===== src/rtl/sft_sched.sv =====
// Serial frame scheduler for a 16-bit 595-style shift-register chain.
// Shadow LED/aux images are shifted MSB first whenever either is dirty.
module sft_sched #(
  parameter int unsigned DIV = 4
) (
  input  logic       clk,
  input  logic       rst_n,
  input  logic       led_vld,
  input  logic [7:0] led_din,
  input  logic       aux_vld,
  input  logic [7:0] aux_din,
  output logic       busy,
  output logic       done,
  output logic       sft_shcp,
  output logic       sft_stcp,
  output logic       sft_ds
);

  typedef enum logic [1:0] {
    IDLE,
    LOAD,
    SHIFT,
    LATCH
  } state_t;

  localparam logic [7:0] DIV_M1 = 8'(DIV - 1);

  state_t      state, state_nxt;
  logic [7:0]  led_img, aux_img;
  logic        led_dirty, aux_dirty;
  logic [15:0] frame_sr, sr_nxt;
  logic [7:0]  div_cnt, div_nxt;
  logic [3:0]  bit_cnt, bit_nxt;
  logic        shcp_nxt;
  logic        load;
  logic        div_end;

  assign div_end = (div_cnt == DIV_M1);

  always_comb begin
    state_nxt = state;
    sr_nxt    = frame_sr;
    div_nxt   = div_cnt;
    bit_nxt   = bit_cnt;
    shcp_nxt  = sft_shcp;
    load      = 1'b0;
    unique case (state)
      IDLE: begin
        if (led_dirty | aux_dirty)
          state_nxt = LOAD;
      end
      LOAD: begin
        load      = 1'b1;
        sr_nxt    = {aux_img, led_img};
        div_nxt   = 8'd0;
        bit_nxt   = 4'd0;
        shcp_nxt  = 1'b0;
        state_nxt = SHIFT;
      end
      SHIFT: begin
        if (div_end) begin
          div_nxt = 8'd0;
          if (!sft_shcp) begin
            shcp_nxt = 1'b1;
          end else begin
            shcp_nxt = 1'b0;
            sr_nxt   = {frame_sr[14:0], 1'b0};
            bit_nxt  = bit_cnt + 4'd1;
            if (bit_cnt == 4'd15)
              state_nxt = LATCH;
          end
        end else begin
          div_nxt = div_cnt + 8'd1;
        end
      end
      LATCH: begin
        if (div_end) begin
          div_nxt   = 8'd0;
          state_nxt = IDLE;
        end else begin
          div_nxt = div_cnt + 8'd1;
        end
      end
      default: state_nxt = IDLE;
    endcase
  end

  always_ff @(posedge clk or negedge rst_n) begin
    if (!rst_n) begin
      state    <= IDLE;
      frame_sr <= 16'd0;
      div_cnt  <= 8'd0;
      bit_cnt  <= 4'd0;
      busy     <= 1'b0;
      done     <= 1'b0;
      sft_shcp <= 1'b0;
      sft_stcp <= 1'b0;
      sft_ds   <= 1'b0;
    end else begin
      state    <= state_nxt;
      frame_sr <= sr_nxt;
      div_cnt  <= div_nxt;
      bit_cnt  <= bit_nxt;
      busy     <= (state_nxt != IDLE);
      done     <= (state == LATCH) && (state_nxt == IDLE);
      sft_shcp <= shcp_nxt;
      sft_stcp <= (state_nxt == LATCH);
      sft_ds   <= (state_nxt == SHIFT) & sr_nxt[15];
    end
  end

  // A strobe landing on LOAD keeps its dirty flag: set beats clear
  always_ff @(posedge clk or negedge rst_n) begin
    if (!rst_n) begin
      led_img   <= 8'd0;
      aux_img   <= 8'd0;
      led_dirty <= 1'b1;
      aux_dirty <= 1'b1;
    end else begin
      if (led_vld)
        led_img <= led_din;
      if (aux_vld)
        aux_img <= aux_din;
      if (led_vld)
        led_dirty <= 1'b1;
      else if (load)
        led_dirty <= 1'b0;
      if (aux_vld)
        aux_dirty <= 1'b1;
      else if (load)
        aux_dirty <= 1'b0;
    end
  end

endmodule


===== config.mk =====
export PLATFORM = sky130hd
export DESIGN_NAME = sft_sched
export DESIGN_NICKNAME = d
export VERILOG_FILES = /design/src/rtl/sft_sched.sv
export SDC_FILE = /design/constraint.sdc
export NUM_CORES = 1
export LEC_CHECK = 0
export ABC_CLOCK_PERIOD_IN_PS = 2200
export BUFFER_PORTS_ARGS = -buffer_cell sky130_fd_sc_hd__clkbuf_2
export CAP_MARGIN = 20
export CORE_ASPECT_RATIO = 1.4
export CORE_MARGIN = 5
export CORE_UTILIZATION = 50
export CTS_BUF_LIST = sky130_fd_sc_hd__clkbuf_8
export CTS_CLUSTER_DIAMETER = 40
export DETAILED_ROUTE_END_ITERATION = 6
export PLACE_DENSITY_LB_ADDON = 0.1
export RECOVER_POWER = 50
export SYNTH_ARGS = -nofsm -noshare
export SYNTH_HDL_FRONTEND = slang
export SYNTH_SLANG_ARGS = --single-unit
export TNS_END_PERCENT = 5

===== constraint.sdc =====
create_clock -name clk -period 2.2 [get_ports clk]
set_input_delay 0.22 -clock clk [delete_from_list [all_inputs] [get_ports clk]]
set_output_delay 0.22 -clock clk [all_outputs]
set_load 0.01 [all_outputs]

# [Yosys cells after proc, flatten, opt, wreduce, memory -nomap -nowiden]
# Cells that the tools add are included.
[totals] regBits=53 in_bits=20 out_inout_bits=5 word_cells=59
[classes] n_eq_ne=9 n_bitwise=2 addsub=2 reduce_logical=11 n_mux=21
[op_table] op="two-way mux 16 bit" count=2
[op_table] op="one-hot mux 16 bit (2 select lines)" count=1
[op_table] op="one-hot mux 8 bit (2 select lines)" count=1
[op_table] op="two-way mux 2 bit" count=5
[op_table] op="nonzero test 2 bit" count=5
[op_table] op="adder 8 x 1 -> 8 bit (second input constant)" count=1
[op_table] op="equality test 2 bit (second input constant)" count=4
[op_table] op="equality test 8 x 2 -> 1 bit (second input constant)" count=1
[op_table] op="two-way mux 4 bit" count=2
[op_table] op="two-way mux 8 bit" count=1
[op_table] op="one-hot mux 2 bit (4 select lines)" count=1
[op_table] op="one-hot mux 4 bit (2 select lines)" count=1
[op_table] op="two-way mux 1 bit" count=6
[op_table] op="adder 4 x 1 -> 4 bit (second input constant)" count=1
[op_table] op="equality test 4 bit (second input constant)" count=1
[op_table] op="zero test 2 bit" count=2
[op_table] op="inequality test 2 bit (second input constant)" count=2
[op_table] op="AND reduction 3 bit" count=1
[op_table] op="equality test 2 x 1 -> 1 bit (second input constant)" count=1
[op_table] op="one-hot mux 1 bit (2 select lines)" count=1
[op_table] op="AND reduction 2 bit" count=1
[op_table] op="OR reduction 2 bit" count=1
[op_table] op="bitwise AND 1 bit" count=1
[op_table] op="logical AND 1 bit" count=1
[op_table] op="OR 1 bit" count=1

# [Logic depth before layout (Yosys ltp)]
# Gate-level depths: netlist of run 1.
[logic_depth] word_depth=7 mapped_depth=8 ltp_nobuf=7

# [Worst setup path before layout of run 1]
# OpenSTA, ideal clock, no wires.
[synth_timing] path_kind="register -> register" startpoint="register state[0]" endpoint="register frame_sr[10]" path_stages_with_launch=9 setup_ns=0.125 n_path_buf=2 arrival_time_ns=1.852 t_required_ns=2.075 path_slack_ns=0.223 period_less_slack_ns=1.977 path_cell_list="dfrtp_1 > inv_1 > ha_1 > inv_1 > a31oi_1 > nand2b_4 > buf_6 > buf_6 > mux2_4"
[synth_via] elab_chain_cells=3 elab_cells_between_ends=7 cone_classes="eq/ne (4); mux (1); reduce/logical (2)"
[synth_rtl] element="start, declared" line="28" source="state_t state, state_nxt;"
[synth_rtl] element="start signal, assigned" line="100" source="state <= state_nxt;"
[synth_rtl] element="equality test 2 bit / equality test 2 x 1 -> 1 bit (equally long branches)" line="47" source="unique case (state)"
[synth_rtl] element="inequality test 2 bit (no line) / nonzero test 2 bit (equally long branches)"
[synth_rtl] element="AND reduction 3 bit (no line)"
[synth_rtl] element="end signal, assigned" line="101" source="frame_sr <= sr_nxt;"
[synth_rtl] element="end, declared" line="31" source="logic [15:0] frame_sr, sr_nxt;"
# Several ways; a longest one is shown, not always the timed one.
# A chain may end at the register's enable or synchronous reset.

# [Final worst setup path of run 1]
[layout_timing] startpoint="register div_cnt[0]" endpoint="register sft_ds"
[layout_via] elab_chain_cells=5 elab_cells_between_ends=8 cone_classes="eq/ne (2); mux (5); bitwise (1)"
[layout_rtl] element="start, declared" line="32" source="logic [7:0] div_cnt, div_nxt;"
[layout_rtl] element="start signal, assigned" line="102" source="div_cnt <= div_nxt;"
[layout_rtl] element="equality test 8 x 2 -> 1 bit (*)" line="38" source="assign div_end = (div_cnt == DIV_M1);"
[layout_rtl] element="two-way mux 2 bit (on tied branches)" line="77, 61"
[layout_rtl] element="one-hot mux 2 bit (4 select lines) (*)" line="47"
[layout_rtl] element="named net state_nxt[0]" line="28"
[layout_rtl] element="equality test 2 bit (*)" line="108" source="sft_ds <= (state_nxt == SHIFT) & sr_nxt[15];"
[layout_rtl] element="bitwise AND 1 bit (*)" line="108"
[layout_rtl] element="end signal, assigned" line="108"
[layout_rtl] element="end, declared" line="16" source="output logic sft_ds"
# Mark *: on every way through the listed nets, which the timed path passes. The rest lies on a longest branch. The select of a mux whose other input is x is not followed.

==> impl_metrics.toml, run 1 <==
[job]
drv_cap = 0

[critical_path]
cpLargestDelayFamily = "simple AND/OR/NAND/NOR gates"
path_max_fanout = 6
start_kind = "register"
cp.required_ps = 2420
cp-end-kind = "register"
cp.arrival_ps = 2260
cpPeakStageDelay_ps = 450
critPathKind = "register to register"
cp_cell_sequence = "ha_1 -> nor4b_2 -> nand2_1 -> a311oi_2 -> inv_2 -> nor3b_1"
crit_start = "div_cnt[0]"
reg2regPathDepth = 6
reg2reg_from = "div_cnt[0]"
cpMaxStageDelayCell = "a311oi_2"
ff2ff_setup_slack_ps = 160
r2r_end = "sft_ds"
path_buf_inv = 1

[sta]
finalCriticalPeriod_ps = 2040
rsz0062_at_grt = "true"
period_share = 0.928
worst_pin_slew_ps = 822
slew_headroom = 0.452
maxSlewViolCount = 0
hold_viol_final = 0
fmax_mhz = 490
fin_ws_ps = 159
setup_viol = 0
skew_ps = 3.14

[synth]
yosys_warnings = 0
synthDistinctLibCells = 47
syn_nets = 228
avgSynthCellArea_um2 = 12.4
yosysMostFrequentCell = "dfrtp_1"
synthTopCellsByCount = "dfrtp_1 (51), mux2_2 (21), a22o_1 (14)"
syn_area_um2 = 2500
yosys.area.top_type = "dfrtp_1"
ys_seq_elements = 53
ys_top_cells_by_area = "dfrtp_1 (51%), mux2_2 (9.5%), a22o_1 (4.9%), mux2_4 (4.2%), ha_1 (3.5%)"
synth_edf_count = 0
async_flop_share = 1.00
ys.flop_type = "dfrtp_1"
synth_top_area_frac = 0.511
yosysSeqAreaShare = 0.532
syn_inst = 201

[worst_hold_path]
hp-class = "primary input to register"
hold_end = "led_img[1]"
holdPathStages = 2
hold_start = "led_din[1]"

[die]
ios = 25
chipWidth_um = 69.8
num_rows = 30
core-area_um2 = 4840
dieArea_um2 = 6530
initial_core_util = 0.516
die_height_um = 93.7

[detailed_routing]
dr_total_vias = 1605
avgRoutedWirePerCell_um = 15.0
drtAntennaViolNets = 0
drt_first_pass_iters = 4
routed_wl_um = 4440
drc = 0
vias_per_cell = 5.44
dr.first_iter.drc_count = 53

[power_and_ir_drop]
powerDensity_nw_per_um2 = 1040
irDropWorstVdd_mv = 0.471
power_leakage_uw = 0.00131

[grt]
track_usage = 0.146
grt_max_degree = 41
grt_pass1_vias = 1718
antenna_found_initial = 0
grt_overflow_total = 0
grt_pass1_wl_um = 7730

[layout]
fillers = 417
design_area_um2 = 2810
fin_util = 0.581
areaGrowthSynthToFinish_pct = 12.5
diodes = 0
nets = 257
layout-drive-gt1-share = 0.320

[placed_design]
dp_slack_ps = 111
place_area_um2 = 2700
io_buffers = 24
place_congestion = 0.874
hpwl_um = 3300

[cts]
clockBufferDepth = 2
clk_pin_slew_ps = 90
htreeDepth = 2
clock_latency_ps = 300
cts_tree = "done"
cts.sinks = 53
cts_buffers = 5
root_buffer = "clkbuf_8"

[status]
outcome = "completed"
==> cell families after synthesis <==
kind of cell,Yosys count,share of synthesized area
buf+inv,17,0.0350
simple gates,50,0.115
mux,30,0.146
xor+xnor,6,0.0210
compound gates,38,0.117
flops,53,0.532
fa+ha+maj,7,0.0350
==> worst max-delay path by stage <==
stage / end / slack, ps / depth (start not counted)
6_report: sft_ds / 160 / 6
5_1_grt: sft_ds / -2 / 6
4_1_cts: frame_sr[3] / 110 / 5
3_5_place_dp: frame_sr[3] / 110 / 5
3_3_place_gp: frame_sr[3] / 190 / 5
2_1_floorplan: frame_sr[10] / 220 / 8
==> repair_timing <==
item	CTS	global route
buffers inserted	0	0
setup endpoints to repair	0	4
resized for setup	0	1
hold buffers	1	0
endpoints found under the hold margin	13	0
==> where the power goes <==
| group | internal [µW] | switching [µW] | leakage, µW |
|---|---|---|---|
| clock | 285 | 295 | 0.0000542 |
| sequential | 1160 | 110 | 0.000681 |
| combinational | 511 | 574 | 0.000576 |
| total | 1960 | 978 | 0.00131 |
==> stage by stage <==
step | hold slack (ps) | total power (µW) | TNS (ps) | std cells
floorplan | -75.6 | 2170 | 0 | 201
global placement | 149 | 2350 | 0 | 286
CTS | 137 | 2990 | 0 | 295
detailed placement | 159 | 2390 | 0 | 286
global route | 131 | 3150 | -2.06 | 295
finish | 148 | 2940 | 0 | 295
==> state kept, by name, indices dropped and copies added, names as in the netlist <==
name	count
sft_shcp	1
led_img	8
sft_ds	1
state	2
sft_stcp	1
aux_dirty	1
busy	1
frame_sr	16
bit_cnt	4
led_dirty	1
done	1
aux_img	8
div_cnt	8
==> routing by layer <==
metal	routed length [µm]	GRT usage	up-vias
li1	-	-	783
met2	2290	0.257	28
met5	0	0	-
met3	134	0.0332	11
met1	1910	0.170	783
met4	99	0.0591	0
==> worst register-to-register path: cells and delay by family, from the launching register on <==
kind / cells / cell delay (ps)
DFF: 1 / 410
AOI/OAI and AO/OA: 1 / 450
and+or+nand+nor: 3 / 810
buffers and inverters: 1 / 70
adders and majority gates: 1 / 230
==> layout make-up <==
class                   count  area [µm²]  area share
repair buffers             30         179      0.0636
clock buffers               7        96.3      0.0343
inverters                   9        33.8      0.0120
flip-flops and latches     53        1330       0.472
well taps                  64        80.1      0.0285
multi-input cells         131        1090       0.387
clock inverters             1        5.00     0.00178
==> layout by cell type (no fill, tap or decap), types with 4 or more instances in the layout <==
cell type and instances:
a22o_1 14, buf_4 4, clkbuf_2 23, clkbuf_8 7
dfrtp_1 51, ha_1 7, inv_1 8, mux2_2 21
mux2_4 7, nand2_1 12, nand3_1 5, nor2_1 12
o21ai_0 8, xnor2_1 4
(Power assumes the default switching activity.)
==> run 2, diff against run 1 <==
ABC_AREA = 1   (was unset)
==> run 2 against run 1 <==
Against the previous run: cell count grew 28%; routed wire length grew 3.0%; global-route usage grew 0.86 points; count of clock-buffer cells in the layout shrank 1; non-clock buffer count shrank 2; utilization shrank 0.91 points; first-iteration DRC count grew 60%; largest cell class unchanged; clock power shrank 4.8%; sequential share of layout area is essentially flat; maximum frequency grew 9.3%.
==> impl_metrics.toml, run 2 <==
[die]
chipWidth_um = 70.3
die_height_um = 94.5
core-area_um2 = 4920
dieArea_um2 = 6650
num_rows = 30
ios = 25
initial_core_util = 0.518

[critical_path]
cp_cell_sequence = "inv_1 -> ha_1 -> inv_2 -> nor2_1 -> nor2_1 -> nand2_4 -> inv_6 -> o21ai_0 -> o21a_1"
cp_common_cell = "nor2_1"
cp.required_ps = 2400
cpLargestDelayFamily = "buffers and inverters"
critPathKind = "register to register"
r2r_end = "bit_cnt[0]"
start_kind = "register"
cp-end-kind = "register"
cp.arrival_ps = 2070
path_max_fanout = 22
cpMaxStageDelayCell = "dfrtp_1"
crit_start = "state[0]"
reg2regPathDepth = 9
reg2reg_from = "state[0]"
cpPeakStageDelay_ps = 380
path_buf_inv = 3
ff2ff_setup_slack_ps = 330

[status]
outcome = "completed"

[layout]
fillers = 461
areaGrowthSynthToFinish_pct = 10.3
fin_cells = 378
final_common_cell = "nand2_1"
largest_reg_flops = 16
layout-drive-gt1-share = 0.197
nets = 340
top_register = "frame_sr"
diodes = 0
layout_common_cells = "nand2_1 (82), dfrtp_1 (51), nor2_1 (33)"

[worst_hold_path]
hp-class = "primary input to register"
hold_start = "aux_din[7]"
holdPathStages = 3
hold_end = "aux_img[7]"

[cts]
cts.sinks = 53
htreeDepth = 2
cts_buffers = 5
post-cts-setup-buffers = 0
root_buffer = "clkbuf_8"
cts_tree = "done"
clock_latency_ps = 300
clk_pin_slew_ps = 90
clockBufferDepth = 2

[placed_design]
place_congestion = 0.780
io_buffers = 24
dp_cells = 369
hpwl_um = 3350

[sta]
period_share = 0.849
finalCriticalPeriod_ps = 1870
fmax_mhz = 535
worst_pin_slew_ps = 1300
hold_viol_final = 0
rsz0062_at_grt = "false"
fin_setup_tns_ps = 0
whs_ps = 113
slew_headroom = 0.133
skew_ps = 2.07
setup_viol = 0
maxSlewViolCount = 0

[power_and_ir_drop]
power_leakage_uw = 0.00141
powerDensity_nw_per_um2 = 602
irDropWorstVdd_mv = 0.481

[detailed_routing]
drtAntennaViolNets = 0
dr.first_iter.drc_count = 85
routed_wl_um = 4570
vias_per_cell = 4.95
avgRoutedWirePerCell_um = 12.1
drt_first_pass_iters = 4
dr_total_vias = 1871
drc = 0

[grt]
grt_pass1_vias = 1866
grt_pass1_wl_um = 8220
antenna_found_initial = 0
grt_max_degree = 32
track_usage = 0.154
grt_overflow_total = 0

[synth]
syn_inst = 287
yosysSeqAreaShare = 0.521
avgSynthCellArea_um2 = 8.88
syn_nets = 314
ys_seq_elements = 53
yosys_warnings = 0
async_flop_share = 1.00
synth_top_area_frac = 0.501
synthDistinctLibCells = 28
synth_edf_count = 0
ys.flop_type = "dfrtp_1"
yosys.area.top_type = "dfrtp_1"
yosysMostFrequentCell = "nand2_1"
synthTopCellsByCount = "nand2_1 (82), dfrtp_1 (51), nor2_1 (33)"
syn_area_um2 = 2550
ys_top_cells_by_area = "dfrtp_1 (50%), nand2_1 (12%), a21oi_1 (5.3%), nor2_1 (4.9%), ha_1 (3.4%)"

[job]
drv_cap = 0
## run 2: cell count changes after synthesis, moves of 9 or more
cell | before | now
a22o_1 | 14 | 0
nor2_1 | 12 | 33
mux2_2 | 21 | 7
a21oi_1 | 2 | 27
a21oi_2 | 0 | 9
nand2_1 | 12 | 82
## run 2: through the flow
stage / cell area [µm²] / total power, µW / util / worst slack, ps
after detailed placement: 2720 / 1170 / 0.553 / 338
after global placement: 2720 / 1160 / 0.553 / 372
after global routing: 2810 / 1770 / 0.572 / 180
after floorplan: 2550 / 1110 / - / 587
final: 2810 / 1690 / 0.572 / 332
after CTS: 2820 / 1720 / 0.573 / 313
## run 2: timing repair
item,CTS,global route
gates resized for setup,0,0
endpoints found under the setup margin,0,0
hold endpoints to repair,22,0
hold buffers,1,0
## run 2: worst max-delay path by stage
| stage | slack (ps) | cells past startpoint | end |
|---|---|---|---|
| 6_report | 330 | 9 | bit_cnt[0] |
| 3_5_place_dp | 340 | 9 | bit_cnt[0] |
| 4_1_cts | 310 | 9 | bit_cnt[0] |
| 2_1_floorplan | 590 | 11 | div_cnt[6] |
| 5_1_grt | 180 | 9 | bit_cnt[0] |
| 3_3_place_gp | 370 | 9 | bit_cnt[0] |
## run 2: layer usage
metal  global-route usage  routed length, µm  up-vias
met3               0.0351                161        6
li1                     -                  -      963
met5                    0                  0        -
met4               0.0655                 80        0
met1                0.173               1960      875
met2                0.279               2370       27
## run 2: kinds of logic after synthesis
logic type	after synthesis	share of synthesized area
flip-flops	53	0.521
adder cells (fa/ha/maj)	7	0.0344
multiplexers	7	0.0309
AO/OA/AOI/OAI	48	0.115
AND/OR/NAND/NOR	139	0.231
XOR/XNOR	2	0.00687
buffers and inverters	31	0.0599
## run 2: tightest hold or removal path, delay by kind of cell
family	cells	cell delay (ps)
AND/OR/NAND/NOR	2	90
buffers and inverters	1	70
## run 2: final cells by class
| class | instances | area [µm²] | area share |
|---|---|---|---|
| multi-input cells | 203 | 1070 | 0.380 |
| well taps | 64 | 80.1 | 0.0285 |
| inverters | 22 | 87.6 | 0.0312 |
| flip-flops and latches | 53 | 1330 | 0.473 |
| clock inverters | 2 | 7.51 | 0.00267 |
| clock buffers | 6 | 82.6 | 0.0294 |
| repair buffers | 28 | 158 | 0.0561 |
## run 2: report_power, final
part           leakage, µW  switching [µW]  total (µW)  internal (µW)
combinational     0.000705            54.6         102           47.8
clock            0.0000538             303         552            248
sequential        0.000648            22.3        1040           1020
